### src/rtl/axi_rd_arbiter_pkg.sv
// Shared constants for axi_rd_arbiter: FSM state encodings, read-owner
// encoding and AXI response codes.
package axi_rd_arbiter_pkg;

    typedef enum logic [1:0] {
        ARB_IDLE = 2'd0,
        ARB_AR   = 2'd1,
        ARB_R    = 2'd2
    } arb_state_e;

    localparam logic ARB_OWN_IFU = 1'b0;
    localparam logic ARB_OWN_EXU = 1'b1;

    localparam logic [1:0] RESP_OKAY   = 2'b00;
    localparam logic [1:0] RESP_SLVERR = 2'b10;

    // Instruction fetches are always full 32-bit words.
    localparam logic [2:0] IFU_ARSIZE = 3'b010;

endpackage

### src/rtl/axi_rd_arbiter.sv
// Merges the core's fetch and load read ports onto one AXI4-Lite master, one
// read in flight, write channels passed through. Define ARB_TIMEOUT_EN for the read watchdog.
module axi_rd_arbiter
    import axi_rd_arbiter_pkg::*;
#(
    parameter int TIMEOUT_CYCLES = 1024,
    parameter int CNT_W          = 10
) (
    input  logic        clock,
    input  logic        reset,
    // fetch read port
    input  logic        ifu_arvalid,
    input  logic [31:0] ifu_araddr,
    output logic        ifu_arready,
    output logic        bdu_rvalid,
    output logic [31:0] bdu_rdata,
    output logic [1:0]  bdu_rresp,
    input  logic        bdu_rready,
    // load read port
    input  logic        exu_arvalid,
    input  logic [31:0] exu_araddr,
    input  logic [2:0]  exu_arsize,
    output logic        exu_arready,
    output logic        lsu_rvalid,
    output logic [31:0] lsu_rdata,
    output logic [1:0]  lsu_rresp,
    input  logic        lsu_rready,
    // core write channels
    input  logic        exu_awvalid,
    input  logic [31:0] exu_awaddr,
    input  logic [2:0]  exu_awsize,
    output logic        exu_awready,
    input  logic        exu_wvalid,
    input  logic [31:0] exu_wdata,
    input  logic [3:0]  exu_wstrb,
    output logic        exu_wready,
    output logic        lsu_bvalid,
    output logic [1:0]  lsu_bresp,
    input  logic        lsu_bready,
    // downstream read channels
    output logic        m_arvalid,
    output logic [31:0] m_araddr,
    output logic [2:0]  m_arsize,
    input  logic        m_arready,
    input  logic        m_rvalid,
    input  logic [31:0] m_rdata,
    input  logic [1:0]  m_rresp,
    output logic        m_rready,
    // downstream write channels
    output logic        m_awvalid,
    output logic [31:0] m_awaddr,
    output logic [2:0]  m_awsize,
    input  logic        m_awready,
    output logic        m_wvalid,
    output logic [31:0] m_wdata,
    output logic [3:0]  m_wstrb,
    input  logic        m_wready,
    input  logic        m_bvalid,
    input  logic [1:0]  m_bresp,
    output logic        m_bready
);

    if (CNT_W < 1 || CNT_W > 30 || TIMEOUT_CYCLES < 1 || (TIMEOUT_CYCLES - 1) >= (1 << CNT_W)) begin : g_cfg_err
        $error("axi_rd_arbiter: CNT_W cannot hold TIMEOUT_CYCLES-1");
    end

    arb_state_e  state_q, state_d;
    logic        owner_q, owner_d;
    logic [31:0] addr_q, addr_d;
    logic [2:0]  size_q, size_d;
    logic        m_arvalid_q, m_arvalid_d;
    logic        wr_pend_q, wr_pend_d;
    logic        own_rready;
    logic        synth;
    logic        r_valid;
    logic [31:0] r_data;
    logic [1:0]  r_resp;

`ifdef ARB_TIMEOUT_EN
    localparam logic [CNT_W-1:0] CNT_LAST = CNT_W'(TIMEOUT_CYCLES - 1);

    logic [CNT_W-1:0] cnt_q, cnt_d;
    logic             synth_q, synth_d;
    logic             late_q, late_d;
    logic             timeout;

    assign timeout = (cnt_q == CNT_LAST);
    assign synth   = synth_q;
`else
    assign synth   = 1'b0;
`endif

    assign exu_awready = m_awready;
    assign exu_wready  = m_wready;
    assign lsu_bvalid  = m_bvalid;
    assign lsu_bresp   = m_bresp;
    assign m_awvalid   = exu_awvalid;
    assign m_awaddr    = exu_awaddr;
    assign m_awsize    = exu_awsize;
    assign m_wvalid    = exu_wvalid;
    assign m_wdata     = exu_wdata;
    assign m_wstrb     = exu_wstrb;
    assign m_bready    = lsu_bready;

    assign m_arvalid = m_arvalid_q;
    assign m_araddr  = addr_q;
    assign m_arsize  = size_q;

    // Read data path is combinational so data reaches the owner in the m_rvalid cycle.
    always_comb begin
        own_rready = (owner_q == ARB_OWN_EXU) ? lsu_rready : bdu_rready;
        r_valid    = (state_q == ARB_R) && (synth || m_rvalid);
        r_data     = (state_q == ARB_R && !synth) ? m_rdata : 32'h0;
        r_resp     = (state_q != ARB_R) ? RESP_OKAY : (synth ? RESP_SLVERR : m_rresp);

        bdu_rvalid = r_valid && (owner_q == ARB_OWN_IFU);
        bdu_rdata  = (owner_q == ARB_OWN_IFU) ? r_data : 32'h0;
        bdu_rresp  = (owner_q == ARB_OWN_IFU) ? r_resp : RESP_OKAY;
        lsu_rvalid = r_valid && (owner_q == ARB_OWN_EXU);
        lsu_rdata  = (owner_q == ARB_OWN_EXU) ? r_data : 32'h0;
        lsu_rresp  = (owner_q == ARB_OWN_EXU) ? r_resp : RESP_OKAY;

        m_rready   = (state_q == ARB_R) && !synth && own_rready;
`ifdef ARB_TIMEOUT_EN
        // Swallow a response that arrives after its transaction timed out.
        m_rready   = m_rready || (state_q == ARB_IDLE && late_q);
`endif
    end

    always_comb begin
        // NOTE: every signal assigned here gets a default first, so no path leaves it unassigned and no latch is inferred.
        state_d     = state_q;
        owner_d     = owner_q;
        addr_d      = addr_q;
        size_d      = size_q;
        m_arvalid_d = m_arvalid_q;
        ifu_arready = 1'b0;
        exu_arready = 1'b0;

        wr_pend_d = wr_pend_q;
        if (m_awvalid && m_awready) begin
            wr_pend_d = 1'b1;
        end else if (m_bvalid && m_bready) begin
            wr_pend_d = 1'b0;
        end

`ifdef ARB_TIMEOUT_EN
        cnt_d   = cnt_q;
        synth_d = synth_q;
        late_d  = late_q;
        if (state_q != ARB_IDLE && !timeout) begin
            cnt_d = cnt_q + 1'b1;
        end
        if (state_q == ARB_IDLE && m_rvalid) begin
            late_d = 1'b0;
        end
`endif

        case (state_q)
            ARB_IDLE: begin
                if (!wr_pend_q && (exu_arvalid || ifu_arvalid)) begin
                    if (exu_arvalid) begin
                        exu_arready = 1'b1;
                        owner_d     = ARB_OWN_EXU;
                        addr_d      = exu_araddr;
                        size_d      = exu_arsize;
                    end else begin
                        ifu_arready = 1'b1;
                        owner_d     = ARB_OWN_IFU;
                        addr_d      = ifu_araddr;
                        size_d      = IFU_ARSIZE;
                    end
                    state_d     = ARB_AR;
                    m_arvalid_d = 1'b1;
`ifdef ARB_TIMEOUT_EN
                    cnt_d       = '0;
`endif
                end
            end
            ARB_AR: begin
                if (m_arready) begin
                    state_d     = ARB_R;
                    m_arvalid_d = 1'b0;
`ifdef ARB_TIMEOUT_EN
                end else if (timeout) begin
                    state_d     = ARB_R;
                    m_arvalid_d = 1'b0;
                    synth_d     = 1'b1;
`endif
                end
            end
            ARB_R: begin
`ifdef ARB_TIMEOUT_EN
                if (synth_q) begin
                    if (own_rready) begin
                        state_d = ARB_IDLE;
                        synth_d = 1'b0;
                    end
                end else if (m_rvalid && own_rready) begin
                    state_d = ARB_IDLE;
                end else if (timeout) begin
                    synth_d = 1'b1;
                    late_d  = 1'b1;
                end
`else
                if (m_rvalid && own_rready) begin
                    state_d = ARB_IDLE;
                end
`endif
            end
            default: state_d = ARB_IDLE;
        endcase
    end

    // NOTE: state is updated with non-blocking assignments so every flop samples pre-edge values.
    always_ff @(posedge clock) begin
        if (reset) begin
            state_q     <= ARB_IDLE;
            owner_q     <= ARB_OWN_IFU;
            addr_q      <= 32'h0;
            size_q      <= 3'b000;
            m_arvalid_q <= 1'b0;
            wr_pend_q   <= 1'b0;
`ifdef ARB_TIMEOUT_EN
            cnt_q       <= '0;
            synth_q     <= 1'b0;
            late_q      <= 1'b0;
`endif
        end else begin
            state_q     <= state_d;
            owner_q     <= owner_d;
            addr_q      <= addr_d;
            size_q      <= size_d;
            m_arvalid_q <= m_arvalid_d;
            wr_pend_q   <= wr_pend_d;
`ifdef ARB_TIMEOUT_EN
            cnt_q       <= cnt_d;
            synth_q     <= synth_d;
            late_q      <= late_d;
`endif
        end
    end

endmodule
### config.mk
export PLATFORM = sky130hd
export DESIGN_NAME = axi_rd_arbiter
export DESIGN_NICKNAME = d
export VERILOG_FILES = /design/src/rtl/axi_rd_arbiter_pkg.sv /design/src/rtl/axi_rd_arbiter.sv
export SDC_FILE = /design/constraint.sdc
export NUM_CORES = 1
export LEC_CHECK = 0
export CAP_MARGIN = 20
export CORE_AREA = 2 2 148 150
export CTS_CLUSTER_SIZE = 30
export DETAILED_ROUTE_END_ITERATION = 6
export DIE_AREA = 0 0 150 152
export PLACE_DENSITY_LB_ADDON = 0.08
export SYNTH_ARGS = -nofsm -noshare
export SYNTH_HDL_FRONTEND = slang
export SYNTH_SLANG_ARGS = --single-unit
### constraint.sdc
create_clock -name clock -period 1.9 [get_ports clock]
set_clock_uncertainty 0.1 [all_clocks]
set_input_delay 0.19 -clock clock [delete_from_list [all_inputs] [get_ports clock]]
set_output_delay 0.19 -clock clock [all_outputs]
set_load 0.02 [all_outputs]
==> impl_metrics.csv <==
group,metric,value,unit
drt,wl_per_cell,17.8,um
grt,grt_pass1_wl,19.3,mm
pwr,p_leak,2.02,nW
layout,multi_input_area,1440,sq um
worst_setup_path,worstPathCellList,"nand2b_2, nor2_4, buf_12, and2_1, clkdlybuf4s15_1",
layout,layout_common_cells,"clkdlybuf4s50_1, and2_1, clkbuf_2",
drt,vias,2926,
pwr,p_seq_share,30.8,%
drt,ant_nets,0,
grt,overflow,0,
worst_setup_path,required,1610,ps
logic_synthesis,ys_seq_elements,40,
placed_design,dpl_worst_slack,-66.7,ps
grt,grt_usage,11.4,%
worst_setup_path,max_stage_delay,300,ps
logic_synthesis,syn_avg_cell_area,8.44,sq um
clocking,clock_latency,280,ps
timing,fmax,0.539,GHz
floorplan,start_util,14.0,%
timing,whs,253,ps
drt,drtIter0Drc,69,
worst_setup_path,slowest_stage,"dfxtp_1",
layout,drive_above_1_share,23.0,%
clocking,root_buffer,"clkbuf_16",
logic_synthesis,yosysUniqueCellTypes,31,
hold_path,min_path_type,"input port to flip-flop",
worst_setup_path,cp_top_family,"simple AND/OR/NAND/NOR gates",
timing,fin_crit,1860,ps
logic_synthesis,synthesis.area,2990,sq um
logic_synthesis,syn-num-nets,542,
pwr,switching_share,29.8,%
floorplan,dieArea,22800,sq um
layout,final_net_count,689,
layout,layout-area-overhead-vs-synth,66.7,%
timing,worst_pin_slew,510,ps
pwr,power_density,648,nW/um^2
logic_synthesis,synth_cells,354,
clocking,h-tree-depth,2,
floorplan,ioPinCount,376,
pwr,p_clk_share,34.0,%
floorplan,core-area,21400,sq um
logic_synthesis,synth_top_area_share,26.8,%
clocking,cts_buffer_depth,2,
logic_synthesis,synthTopCellsByArea,"dfxtp_1, buf_4, and2_1, mux2i_1, a21oi_1",
logic_synthesis,yosysWarnings,0,
timing,slew-limit-headroom,66.0,%
placed_design,place_congestion,0.726,
placed_design,dp_hpwl,11.3,mm
pwr,p_switching,0.964,mW
layout,n_fill_cell,2399,
clocking,cts_buffers,5,
worst_setup_path,crit_buf_inv,2,
run_status,status,"completed",
drt,drc_errors,0,
floorplan,die_w,150,um
worst_setup_path,start_kind,"flip-flop",
clocking,clock_sinks,40,
clocking,clk_pin_slew,60,ps
drt,vias_per_cell,3.75,
floorplan,row_count,54,
logic_synthesis,yosysSeqAreaShare,26.8,%
clocking,holdBufCountCts,0,
timing,setup_viol,0,
grt,first_global_vias,2946,
clocking,cts_tree,"done",
worst_setup_path,critPathMaxFanout,17,
timing,setup_ws,44.6,ps
placed_design,portBuffers,225,
timing,final_max_slew_viol_count,0,
drt,drt-total-wl,13.9,mm
timing,hold_violations,0,
grt,antenna_found_initial,1,
worst_setup_path,crit_arrival,1570,ps
floorplan,dieHeight,152,um
pwr,pwr-share-comb,35.2,%
layout,ff_latch_area,801,sq um
job,drv_cap,0,
pwr,intPower,2.27,mW
timing,fin_crit_sh,97.7,%
layout,mostFrequentLayoutCell,"clkdlybuf4s50_1",
layout,antennaDiodeCount,0,
layout,utilization,23.3,%
worst_setup_path,critPathKind,"flip-flop to output port",
logic_synthesis,synth_top_area_cell,"dfxtp_1",
pwr,peakVddDrop,0.325,mV
grt,grt_max_degree,35,
pwr,p_total,3.23,mW
drt,dr.pass1.iters,4,
worst_setup_path,endpoint_kind,"output port",
==> registers in the layout, summed over array words and instances, names as in the netlist <==
signal / count
m_araddr: 32
m_arsize: 3
state_q: 2
m_arvalid: 1
owner_q: 1
wr_pend_q: 1
==> metrics by stage <==
step	TNS, ps	std cells	area, sq um
3_3_place_gp	-348	772	5000
6_report	0	781	4980
5_1_grt	-35.9	781	4980
4_1_cts	0	779	5190
3_5_place_dp	-235	772	5000
2_1_floorplan	0	354	2990
==> what timing repair did <==
action                                  4_1_cts  5_1_grt
pin swaps                                     0        1
resized for setup                           155       69
setup buffers                                 0        1
hold endpoints to repair                      0        0
endpoints found under the setup margin       72       51
gates cloned                                  0        1
==> worst paths after layout <==
check / start / to / slack (ps) / cells after the start
hold reg to reg: m_arvalid$_SDFFE_PP0P_ / m_arvalid$_SDFFE_PP0P_ / 360 / 2
setup / recovery: state_q[0]$_SDFFE_PP0P_ / lsu_rdata[8] / 40 / 5
hold / removal: reset / wr_pend_q$_SDFFE_PP0P_ / 250 / 2
setup reg to reg: state_q[0]$_SDFFE_PP0P_ / m_arsize[1]$_SDFFE_PP0P_ / 70 / 4
==> cells by family after synthesis <==
family,after synthesis,share of synthesized area [%]
buffers and inverters,107,25.4
AO/OA/AOI/OAI,76,17.4
AND/OR/NAND/NOR,104,21.4
multiplexers,27,9.04
flip-flops,40,26.8
==> metal layers <==
metal  vias to the layer above  track usage, %  share of wire [%]
met5                         -               0               0.10
met3                        24            3.48                8.8
met1                      1342            10.1                 32
li1                       1414               -                  -
met4                         2            3.05                1.4
met2                       144            23.9                 57
==> final cells by class <==
type	instances	share of cell area, %
multi-input cells	207	28.9
repair buffers	243	43.9
inverters	4	0.301
clock buffers	5	2.51
well taps	280	7.03
clock inverters	2	1.21
flip-flops and latches	40	16.1
==> cells in the mapped netlist <==
| cell type | instances |
|---|---|
| buf_4 | 80 |
| and2_1 | 68 |
| dfxtp_1 | 40 |
| a21oi_1 | 32 |
| mux2i_1 | 27 |
| a211oi_1 | 15 |
| nand2_1 | 12 |
| a211oi_2 | 11 |
| clkbuf_1 | 10 |
| o21ai_0 | 9 |
| buf_2 | 8 |
| nor2_1 | 8 |
| a31oi_1 | 6 |
| nand4_1 | 6 |
| inv_1 | 4 |
| buf_6 | 2 |
| nor3_1 | 2 |
| a22oi_1 | 1 |
| buf_12 | 1 |
| buf_8 | 1 |
| clkbuf_4 | 1 |
| nand2b_1 | 1 |
| nand3b_1 | 1 |
| nor2_2 | 1 |
| nor2_8 | 1 |
| nor3_4 | 1 |
| nor4b_4 | 1 |
| o21bai_1 | 1 |
| o221a_2 | 1 |
| or2_2 | 1 |
| or3_1 | 1 |
==> power groups by stage <==
stage / Clock [mW] / Combinational [mW] / Sequential [mW]
floorplan: 0 / 0.678 / 1.13
global placement: 0 / 1.18 / 1.01
detailed placement: 0 / 1.18 / 1.01
CTS: 1.14 / 1.17 / 0.998
global route: 1.16 / 1.22 / 1.01
finish: 1.10 / 1.14 / 0.997
Power figures use the tool's default switching activity.
